===== src/rtl/hazard_stall_ctrl_if.sv =====
// hazard_stall_ctrl_if: decode/execute/memory hazard inputs and the stall/flush controls they produce.
interface hazard_stall_ctrl_if #(
    parameter int CNT_W = 16
);
    logic             id_valid;
    logic [2:0]       id_rs_sel;
    logic             id_rs_used;
    logic [2:0]       id_rt_sel;
    logic             id_rt_used;
    logic             id_reg_write_en;
    logic [2:0]       id_write_reg_sel;
    logic             ex_branch_taken;
    logic             mem_stall;
    logic             insert_NOP;
    logic             stall_FD;
    logic             flush_FD;
    logic             pipe_freeze;
    logic [CNT_W-1:0] stall_cnt;

    modport master (
        output id_valid, id_rs_sel, id_rs_used, id_rt_sel, id_rt_used,
               id_reg_write_en, id_write_reg_sel, ex_branch_taken, mem_stall,
        input  insert_NOP, stall_FD, flush_FD, pipe_freeze, stall_cnt
    );

    modport slave (
        input  id_valid, id_rs_sel, id_rs_used, id_rt_sel, id_rt_used,
               id_reg_write_en, id_write_reg_sel, ex_branch_taken, mem_stall,
        output insert_NOP, stall_FD, flush_FD, pipe_freeze, stall_cnt
    );
endinterface


===== src/rtl/hazard_stall_ctrl.sv =====
// hazard_stall_ctrl: RAW stall, branch flush and memory freeze control for a 5-stage pipeline.
module hazard_stall_ctrl #(
    parameter int DEPTH     = 3,
    parameter int RF_BYPASS = 1,
    parameter int CNT_W     = 16
) (
    input logic                clk,
    input logic                rst,
    hazard_stall_ctrl_if.slave hz
);
    // The oldest entry has already written the register file by the time decode reads it.
    localparam int NCMP = (RF_BYPASS != 0) ? DEPTH - 1 : DEPTH;

    logic [DEPTH-1:0]      r_sb_v;
    logic [DEPTH-1:0][2:0] r_sb_reg;
    logic                  r_flush_pend;
    logic [CNT_W-1:0]      r_stall_cnt;
    logic                  w_rs_hit;
    logic                  w_rt_hit;
    logic                  w_raw;
    logic                  w_flush;
    logic                  w_stall;
    logic                  w_nop;
    logic                  w_push;

    always_comb begin
        w_rs_hit = 1'b0;
        w_rt_hit = 1'b0;
        for (int i = 0; i < NCMP; i++) begin
            w_rs_hit = w_rs_hit | (r_sb_v[i] & (r_sb_reg[i] == hz.id_rs_sel));
            w_rt_hit = w_rt_hit | (r_sb_v[i] & (r_sb_reg[i] == hz.id_rt_sel));
        end
    end

    assign w_raw   = hz.id_valid & ((hz.id_rs_used & w_rs_hit) | (hz.id_rt_used & w_rt_hit));
    assign w_flush = ~hz.mem_stall & (hz.ex_branch_taken | r_flush_pend);
    assign w_stall = ~hz.mem_stall & ~w_flush & w_raw;
    assign w_nop   = w_flush | w_stall;
    assign w_push  = hz.id_valid & hz.id_reg_write_en & ~w_nop;

    assign hz.insert_NOP  = w_nop;
    assign hz.stall_FD    = w_stall;
    assign hz.flush_FD    = w_flush;
    assign hz.pipe_freeze = hz.mem_stall;
    assign hz.stall_cnt   = r_stall_cnt;

    // A branch seen while frozen is remembered so it flushes once the pipeline moves again.
    always_ff @(posedge clk or negedge rst) begin
        if (!rst) begin
            r_sb_v       <= '0;
            r_sb_reg     <= '0;
            r_flush_pend <= 1'b0;
            r_stall_cnt  <= '0;
        end else begin
            if (hz.mem_stall) begin
                r_flush_pend <= r_flush_pend | hz.ex_branch_taken;
            end else begin
                r_flush_pend <= 1'b0;
                r_sb_v       <= {r_sb_v[DEPTH-2:0], w_push};
                r_sb_reg     <= {r_sb_reg[DEPTH-2:0], hz.id_write_reg_sel};
            end
            if (w_stall && r_stall_cnt != '1)
                r_stall_cnt <= r_stall_cnt + 1'b1;
        end
    end
endmodule

===== src/flat_wrapper.sv =====
// flat-port wrapper written by rule: the top's interface ports become plain ports
module hazard_stall_ctrl_flat 
#(
    parameter int DEPTH     = 3,
    parameter int RF_BYPASS = 1,
    parameter int CNT_W     = 16
)
  (clk, rst, hz_id_valid, hz_id_rs_sel, hz_id_rs_used, hz_id_rt_sel, hz_id_rt_used, hz_id_reg_write_en, hz_id_write_reg_sel, hz_ex_branch_taken, hz_mem_stall, hz_insert_NOP, hz_stall_FD, hz_flush_FD, hz_pipe_freeze, hz_stall_cnt);
  hazard_stall_ctrl_if #(.CNT_W(CNT_W)) hz_i ();
  input logic clk;
  input logic rst;
  input wire logic [$bits(hz_i.id_valid)-1:0] hz_id_valid;
  input wire logic [$bits(hz_i.id_rs_sel)-1:0] hz_id_rs_sel;
  input wire logic [$bits(hz_i.id_rs_used)-1:0] hz_id_rs_used;
  input wire logic [$bits(hz_i.id_rt_sel)-1:0] hz_id_rt_sel;
  input wire logic [$bits(hz_i.id_rt_used)-1:0] hz_id_rt_used;
  input wire logic [$bits(hz_i.id_reg_write_en)-1:0] hz_id_reg_write_en;
  input wire logic [$bits(hz_i.id_write_reg_sel)-1:0] hz_id_write_reg_sel;
  input wire logic [$bits(hz_i.ex_branch_taken)-1:0] hz_ex_branch_taken;
  input wire logic [$bits(hz_i.mem_stall)-1:0] hz_mem_stall;
  output wire logic [$bits(hz_i.insert_NOP)-1:0] hz_insert_NOP;
  output wire logic [$bits(hz_i.stall_FD)-1:0] hz_stall_FD;
  output wire logic [$bits(hz_i.flush_FD)-1:0] hz_flush_FD;
  output wire logic [$bits(hz_i.pipe_freeze)-1:0] hz_pipe_freeze;
  output wire logic [$bits(hz_i.stall_cnt)-1:0] hz_stall_cnt;
  assign hz_i.id_valid = hz_id_valid;
  assign hz_i.id_rs_sel = hz_id_rs_sel;
  assign hz_i.id_rs_used = hz_id_rs_used;
  assign hz_i.id_rt_sel = hz_id_rt_sel;
  assign hz_i.id_rt_used = hz_id_rt_used;
  assign hz_i.id_reg_write_en = hz_id_reg_write_en;
  assign hz_i.id_write_reg_sel = hz_id_write_reg_sel;
  assign hz_i.ex_branch_taken = hz_ex_branch_taken;
  assign hz_i.mem_stall = hz_mem_stall;
  assign hz_insert_NOP = hz_i.insert_NOP;
  assign hz_stall_FD = hz_i.stall_FD;
  assign hz_flush_FD = hz_i.flush_FD;
  assign hz_pipe_freeze = hz_i.pipe_freeze;
  assign hz_stall_cnt = hz_i.stall_cnt;
  hazard_stall_ctrl #(.DEPTH(DEPTH), .RF_BYPASS(RF_BYPASS), .CNT_W(CNT_W)) u_core (.clk(clk), .rst(rst), .hz(hz_i));
endmodule

===== config.mk =====
export PLATFORM = sky130hd
export DESIGN_NAME = hazard_stall_ctrl_flat
export DESIGN_NICKNAME = d
export VERILOG_FILES = /design/src/rtl/hazard_stall_ctrl_if.sv /design/src/rtl/hazard_stall_ctrl.sv /design/src/flat_wrapper.sv
export SDC_FILE = /design/constraint.sdc
export NUM_CORES = 1
export LEC_CHECK = 0
export CORE_MARGIN = 2
export CORE_UTILIZATION = 47
export CTS_CLUSTER_DIAMETER = 50
export DETAILED_ROUTE_END_ITERATION = 8
export PLACE_DENSITY_LB_ADDON = 0.12
export SYNTH_ARGS = -nofsm -noshare
export SYNTH_HDL_FRONTEND = slang
export SYNTH_SLANG_ARGS = --single-unit
export TNS_END_PERCENT = 1

===== constraint.sdc =====
create_clock -name clk -period 2.59 [get_ports clk]
set_clock_uncertainty 0.15 [all_clocks]
set_input_delay 0.3885 -clock clk [delete_from_list [all_inputs] [get_ports clk]]
set_output_delay 0.3885 -clock clk [all_outputs]
set_load 0.03 [all_outputs]

; After elaboration in Yosys (flattened, before gate mapping)
; Index checks and enable logic that the tools add are counted.
[totals]
output_inout_bits = 20
regBits = 25
input_bits = 17
[op_classes]
bitwise_logic = 20
n_eq_ne = 5
mux = 1
addsub = 1
reduce_logical = 1
[ops]
columns = operator, n
row1 = adder 16 x 1 -> 16 bit (second input constant), 1
row2 = inequality test 16 bit (second input constant), 1
row3 = AND 1 bit, 12
row4 = == test 3 bit, 4
row5 = OR 1 bit, 5
row6 = NOT 1 bit, 3
row7 = logical AND 1 bit, 1
row8 = two-way mux 1 bit, 1

; Longest topological paths before layout
; Gate-level depths: netlist of the first run.
[depth]
ltp_word = 10
ltp_mapped = 8

; Least setup slack after synthesis of the first run
; Ideal clock, no wire load.
[synth_timing]
kind = reg2reg
startpoint = reg u_core.r_stall_cnt[0], in the netlist u_core.hz.stall_cnt[0]
endpoint = reg u_core.r_stall_cnt[1], in the netlist u_core.hz.stall_cnt[1]
stages_incl_launch_ff = 8
arrival_ns = 1.912
period_less_slack_ns = 2.187
setup_time_ns = 0.125
slack_ns = 0.403
cell_sequence = dfrtp_1 -> ha_1 -> nand2_1 -> and2b_4 -> nand2_2 -> o221ai_4 -> buf_6 -> mux2_4
[synth_via]
elab_chain_len = 2
elab_cells_between_ends = 3
[synth_rtl]
columns = element, line
row1 = start: declaration, hazard_stall_ctrl.sv:17  ; logic [CNT_W-1:0] r_stall_cnt;
row2 = start signal: assignment, hazard_stall_ctrl.sv:63  ; r_stall_cnt <= r_stall_cnt + 1'b1;
row3 = "parallel branches: the longest is 2 deep, another holds adder 16 x 1 -> 16 bit", --
; Parallel ways; which one is timed is not known.
; A chain may end at the register's enable or synchronous reset.

; Final worst setup path of the first run
[layout_timing]
startpoint = in hz_id_rs_sel[2]
endpoint = out hz_insert_NOP
[layout_via]
elab_chain_len = 8
elab_cells_between_ends = 10
[layout_rtl]
columns = element, line
row1 = start: declaration, flat_wrapper.sv:13  ; input wire logic [$bits(hz_i.id_rs_sel)-1:0] hz_id_rs_sel;
row2 = == test 3 bit, hazard_stall_ctrl.sv:30  ; w_rs_hit = w_rs_hit | (r_sb_v[i] & (r_sb_reg[i] == hz.id_rs_sel));
row3 = AND 1 bit, hazard_stall_ctrl.sv:30
row4 = OR 1 bit *, hazard_stall_ctrl.sv:30
row5 = AND 1 bit *, hazard_stall_ctrl.sv:35  ; assign w_raw = hz.id_valid & ((hz.id_rs_used & w_rs_hit) | (hz.id_rt_used & w_rt_hit));
row6 = OR 1 bit *, hazard_stall_ctrl.sv:35
row7 = AND 1 bit *, hazard_stall_ctrl.sv:35
row8 = AND 1 bit *, hazard_stall_ctrl.sv:37  ; assign w_stall = ~hz.mem_stall & ~w_flush & w_raw;
row9 = OR 1 bit *, hazard_stall_ctrl.sv:38  ; assign w_nop = w_flush | w_stall;
row10 = end: declaration, flat_wrapper.sv:21  ; output wire logic [$bits(hz_i.insert_NOP)-1:0] hz_insert_NOP;
; Every way passes the cells marked *; elsewhere a longest branch is shown, timed or not.

==> flow_summary.ini, run 1 <==
[power_and_ir_drop]
ir_drop_uv = 283
p_sw_uw = 187
pwr-share-clk_pct = 23.4
p_leak_uw = 0.000750
p_per_area_mw_per_mm2 = 415
p_sw_share_pct = 25.8
combPwrFrac_pct = 17.3
internal_power_uw = 537
sequentialPowerShare_pct = 59.3

[floorplan]
core-area_mm2 = 0.00271
dieArea_mm2 = 0.00327
std_cell_rows = 19
start_util_pct = 49.0
ios = 37
die_w_um = 57.2
die_height_um = 57.2

[cts]
worst_skew_pair.late_latency_ps = 310
post_cts.repair.setup_buffers = 0
cts.hold.buffers_added = 0
htree_levels = 1
cts_buffer_depth = 2
cts.sinks = 25
cts_resized = 0
path_clk_slew_ps = 130
cts_tree = done
cts_root_buf = clkbuf_4
cts_buffers = 3

[global_routing]
overflow = 0
track_usage_pct = 17.7
grt_max_degree = 26
grt_pass1_vias = 1027
antenna_found_initial = 0
grt_pass1_wl_um = 4510

[job]
drv_cap = 0

[drt]
route.detailed.drc = 0
top_layer = met4
wl_met3_um = 132
viasPerCell = 5.16
drt_iter0_markers = 18
vias = 955
wl_met2_um = 1300
wl_met1_um = 1210
wire_per_inst_um = 14.4
ant_nets = 0
drt_pre_antenna_iters = 4
routed_wl_um = 2660

[min_path]
holdCritPathClass = in -> async

[synth]
synthArstFlopShare_pct = 100
syn-cell-area_mm2 = 0.00133
synth_area_per_cell_um2 = 11.6
netlist.area_leader.share_pct = 47.1
syn_nets = 133
yosys_warnings = 0
synthCells = 115
ys_ff_latch = 25
yosys-top-cells-area = dfrtp_1 (47%), xnor2_1 (9.2%), xor2_1 (7.9%)
synth_cell_type_count = 28
ys_seq_area_share_pct = 47.1
synth_edf_count = 0
yosys.area.top_type = dfrtp_1
synth_top_flop_cell = dfrtp_1

[sta]
relSlewSlack_pct = 65.0
tightest_slew_ps = 525
drv_slew = 0
min_period_ps = 2440
final_hold_viol_count = 0
hold-worst-slack_ps = 263
setup_tns_ps = 0
timing.fmax_mhz = 410
finalSetupViolations = 0
rsz0062_at_grt = no
fin_crit_sh_pct = 94.2

[finish]
layout-drive-gt1-share_pct = 17.5
largest_register_ffs = 16
fillCellCount = 228
diodes = 0
finish.instance_area_mm2 = 0.00174
regArea_um2 = 626
instances_no_fill = 185
final_nets = 173
area_growth_syn_to_layout_pct = 31.2
multiInputGateArea_um2 = 673

[worst_setup_path]
crit_arrival_ps = 1900
ff2ff_setup_slack_ps = 440
required_ps = 2050
critPathLaunch = hz_id_rs_sel[2]
worstRegToRegCells = 6
worstSetupEndpointType = output port
crit_fanout = 4
r2r_start = u_core.hz.stall_cnt[0]
regToRegEndpoint = u_core.hz.stall_cnt[1]
startpoint_type = input port
critPathKind = in -> out
endpoint = hz_insert_NOP

[placed_design]
dpl.hpwl_um = 2000
gp_congestion = 0.801
numPortBuffers = 36
place_inst = 181
place_area_mm2 = 0.00172

[status]
status = complete, no violations
==> Yosys cell counts (2+ instances only) <==
cell type and number:
inv_1 2, nand2_1 9, xnor2_1 14, nor3_2 3, xor2_1 12, nor2_1 9, and3_1 2, a21boi_2 2
dfrtp_1 25, nor3_1 5, nand3_1 3, nand4_1 6, mux2_2 8
==> power groups by stage <==
stage	clock network [µW]	registers [µW]	logic, µW
after floorplan	0	438	63.0
after global placement	0	436	122
after detailed placement	0	437	126
after CTS	177	430	127
after global routing	197	432	136
final	169	429	125
==> cells by family (layout without fill, tap and decap cells) <==
kind of cell             after synthesis  after routing  share of synthesized area (%)
flip-flops                            25             25                           47.1
XOR/XNOR                              26             26                           17.1
buffers and inverters                  5             44                           2.26
adder cells (fa/ha/maj)                1              1                          0.941
multiplexers                           9              9                           7.91
AO/OA/AOI/OAI                          5              5                           4.90
AND/OR/NAND/NOR                       44             44                           19.8
==> cell type report <==
class,instances,area share (%)
clock inverter,1,0.287
tap,31,2.23
inverter,2,0.431
multi-input combinational,85,38.6
sequential,25,35.9
clock buffer,3,1.29
timing repair buffer,38,21.2
==> metrics by stage <==
step	setup WS, ps	util (%)	total power (µW)
after global routing	57.6	64.3	765
after floorplan	403	-	501
final	149	64.3	724
after CTS	181	64.3	734
after detailed placement	157	63.3	563
after global placement	219	63.3	558
==> worst min path at each step <==
stage | startpoint | endpoint | slack [ps] | depth (start not counted)
detailed placement | u_core.hz.stall_cnt[9] | u_core.hz.stall_cnt[9] | 330 | 1
CTS | rst | u_core.hz.stall_cnt[1] | 270 | 2
floorplan | rst | u_core.hz.stall_cnt[0] | -60 | 0
finish | rst | u_core.r_sb_v[1] | 260 | 2
global placement | u_core.hz.stall_cnt[9] | u_core.hz.stall_cnt[9] | 330 | 1
global route | rst | u_core.hz.stall_cnt[14] | 280 | 2
==> layout by cell type (no fill, tap or decap) <==
cell / instances
nand3b_1: 1
nor4b_4: 1
xor2_1: 12
inv_1: 2
dfrtp_1: 25
nand4_1: 6
clkbuf_4: 3
nor2_1: 9
clkdlybuf4s50_1: 34
and3_1: 2
xnor2_1: 14
nor3_1: 5
a32o_1: 1
nand3_1: 3
and2b_4: 1
mux2_4: 1
and4_1: 1
buf_4: 4
a21boi_2: 2
mux2_2: 8
nand2_1: 9
nor4_2: 1
nand2_2: 1
o22ai_1: 1
nor2b_1: 1
clkinv_2: 1
o221ai_4: 1
nor3_2: 3
ha_1: 1
==> worst max-delay path, cell delays in order <==
cell	delay, ps
clkdlybuf4s50_1	510
xnor2_1	140
nand4_1	150
a21boi_2	230
nor2_1	120
o22ai_1	160
buf_4	190
==> per-layer routing <==
layer	vias to the layer above	global-route usage, %
met2	29	29.7
met4	0	6.98
li1	472	-
met5	-	0
met3	2	3.85
met1	452	22.4
No activity file was read; power rests on OpenSTA's default activity.
==> run 2, diff against run 1 <==
==> constraint.sdc (replaced) <==
create_clock -name clk -period 2.59 [get_ports clk]
set_clock_uncertainty 0.15 [all_clocks]
set_input_delay 0.777 -clock clk [delete_from_list [all_inputs] [get_ports clk]]
set_output_delay 0.777 -clock clk [all_outputs]
set_load 0.03 [all_outputs]
==> run 2 against run 1 <==
The run now ends with negative setup slack left. Largest power group unchanged. Highest routed layer unchanged. Register-to-register slack worse by 30 ps. Sequential share of layout area down 3.6 points. Critical endpoint is now hz_stall_FD. Clock power is 3% higher.
==> flow_summary.ini, run 2 (synthesized netlist as in run 1, its figures left out) <==
[sta]
hold-worst-slack_ps = 350
final_hold_viol_count = 0
fin_crit_sh_pct = 103
tightest_slew_ps = 475
relSlewSlack_pct = 68.3
finalSetupViolations = 2
timing.fmax_mhz = 375
drv_slew = 0
setup_ws_ps = -75.5
rsz0062_at_grt = yes
min_period_ps = 2670

[worst_setup_path]
crit_fanout = 3
required_ps = 1660
regToRegEndpoint = u_core.hz.stall_cnt[4]
startpoint_type = input port
crit_arrival_ps = 1740
r2r_start = u_core.hz.stall_cnt[0]
worstSetupEndpointType = output port
ff2ff_setup_slack_ps = 410
critPathKind = in -> out
worstRegToRegCells = 8

[placed_design]
place_inst = 192
place_area_mm2 = 0.00180
dpl_worst_slack_ps = -460
numPortBuffers = 36
gp_congestion = 0.920
dpl.hpwl_um = 1970

[power_and_ir_drop]
p_sw_uw = 204
pwr-share-clk_pct = 22.7
combPwrFrac_pct = 20.4
p_leak_uw = 0.000890
sequentialPowerShare_pct = 56.9
power_uw = 766
ir_drop_uv = 350
p_sw_share_pct = 26.6
p_per_area_mw_per_mm2 = 395
internal_power_uw = 562

[global_routing]
grt_pass1_wl_um = 5070
antenna_found_initial = 0
grt_max_degree = 26
overflow = 0
grt_pass1_vias = 1125
track_usage_pct = 19.8

[floorplan]
dieArea_mm2 = 0.00327
start_util_pct = 49.0
die_w_um = 57.2
std_cell_rows = 19
core-area_mm2 = 0.00271
die_height_um = 57.2
ios = 37

[finish]
layout-drive-gt1-share_pct = 35.7
area_growth_syn_to_layout_pct = 46.1
layout_commonest_cell = dfrtp_1
multiInputGateArea_um2 = 753
diodes = 0
instances_no_fill = 199
fillCellCount = 200
regArea_um2 = 627
largest_register_ffs = 16
final_nets = 187
layout_common_cells = dfrtp_1 (24), clkdlybuf4s50_1 (21), buf_4 (19)
finish.instance_area_mm2 = 0.00194

[cts]
htree_levels = 1
path_clk_slew_ps = 140
cts_tree = done
cts.sinks = 25
cts_buffers = 3
cts_root_buf = clkbuf_4
worst_skew_pair.late_latency_ps = 310
cts_buffer_depth = 2

[drt]
viasPerCell = 5.23
vias = 1040
ant_nets = 0
route.detailed.drc = 0
drt_iter0_markers = 18
drt_pre_antenna_iters = 4
wire_per_inst_um = 14.6
routed_wl_um = 2900

[min_path]
min_path_cells = 1
holdCritStartpoint = u_core.hz.stall_cnt[15]
holdPathEnd = u_core.hz.stall_cnt[15]
holdCritPathClass = reg -> reg

[status]
status = complete, but fails checks
violations = negative setup slack

[job]
drv_cap = 0
==> run 2: how the worst max path moves through the flow <==
stage / slack [ps] / end / depth (start not counted) / from
CTS: -20 / hz_insert_NOP / 7 / hz_id_rt_sel[2]
detailed placement: -460 / hz_insert_NOP / 7 / hz_id_rs_sel[1]
floorplan: -100 / hz_stall_FD / 5 / hz_id_rs_sel[1]
global placement: -420 / hz_stall_FD / 7 / hz_id_rt_sel[1]
global route: -170 / hz_stall_FD / 7 / hz_id_rs_sel[1]
finish: -80 / hz_stall_FD / 7 / hz_id_rs_sel[1]
==> run 2: power by group through the flow <==
stage / clock [µW] / combinational (µW) / sequential, µW
3_3_place_gp: 0 / 130 / 436
6_report: 174 / 156 / 436
2_1_floorplan: 0 / 64.0 / 438
5_1_grt: 202 / 169 / 441
4_1_cts: 180 / 147 / 433
3_5_place_dp: 0 / 133 / 437
==> run 2: layer usage <==
layer,track usage [%],vias to the layer above,share of wire (%)
li1,-,503,-
met1,26.3,507,41
met2,32.3,26,52
met3,3.40,4,5.2
met4,8.31,0,1.1
met5,0,-,0
==> run 2: area by class of cell <==
class,instances,share of cell area [%]
multi-input cells,85,38.8
flip-flops and latches,25,32.3
repair buffers,52,25.1
well taps,31,2.00
clock buffers,3,1.16
inverters,2,0.387
clock inverters,1,0.258
==> run 2: worst max-delay path, cell delays in order <==
cell and delay [ps]:
buf_12 110, xnor2_4 140, nand4_1 130, a21boi_2 200, nor2_2 80, nor2_1 110, buf_4 180
==> run 2: per-stage QoR <==
step	setup TNS, ps	utilization, %
after floorplan	-99.5	-
after global placement	-3100	66.4
after detailed placement	-4210	66.4
after CTS	-41.7	70.5
after global routing	-336	71.7
final	-146	71.7
==> run 2: timing repair <==
| action | 4_1_cts | 5_1_grt |
|---|---|---|
| hold buffers | 0 | 0 |
| endpoints found under the setup margin | 3 | 2 |
| setup buffers | 3 | 0 |
| resized for setup | 46 | 6 |
| pin swaps | 20 | 5 |
==> run 3, diff against run 2 <==
Settings changed: HOLD_SLACK_MARGIN set to 0.12, SLEW_MARGIN set to 5.
==> results of run 3 <==
Same layout as run 2: the final DEF is identical, and so are final timing and power.
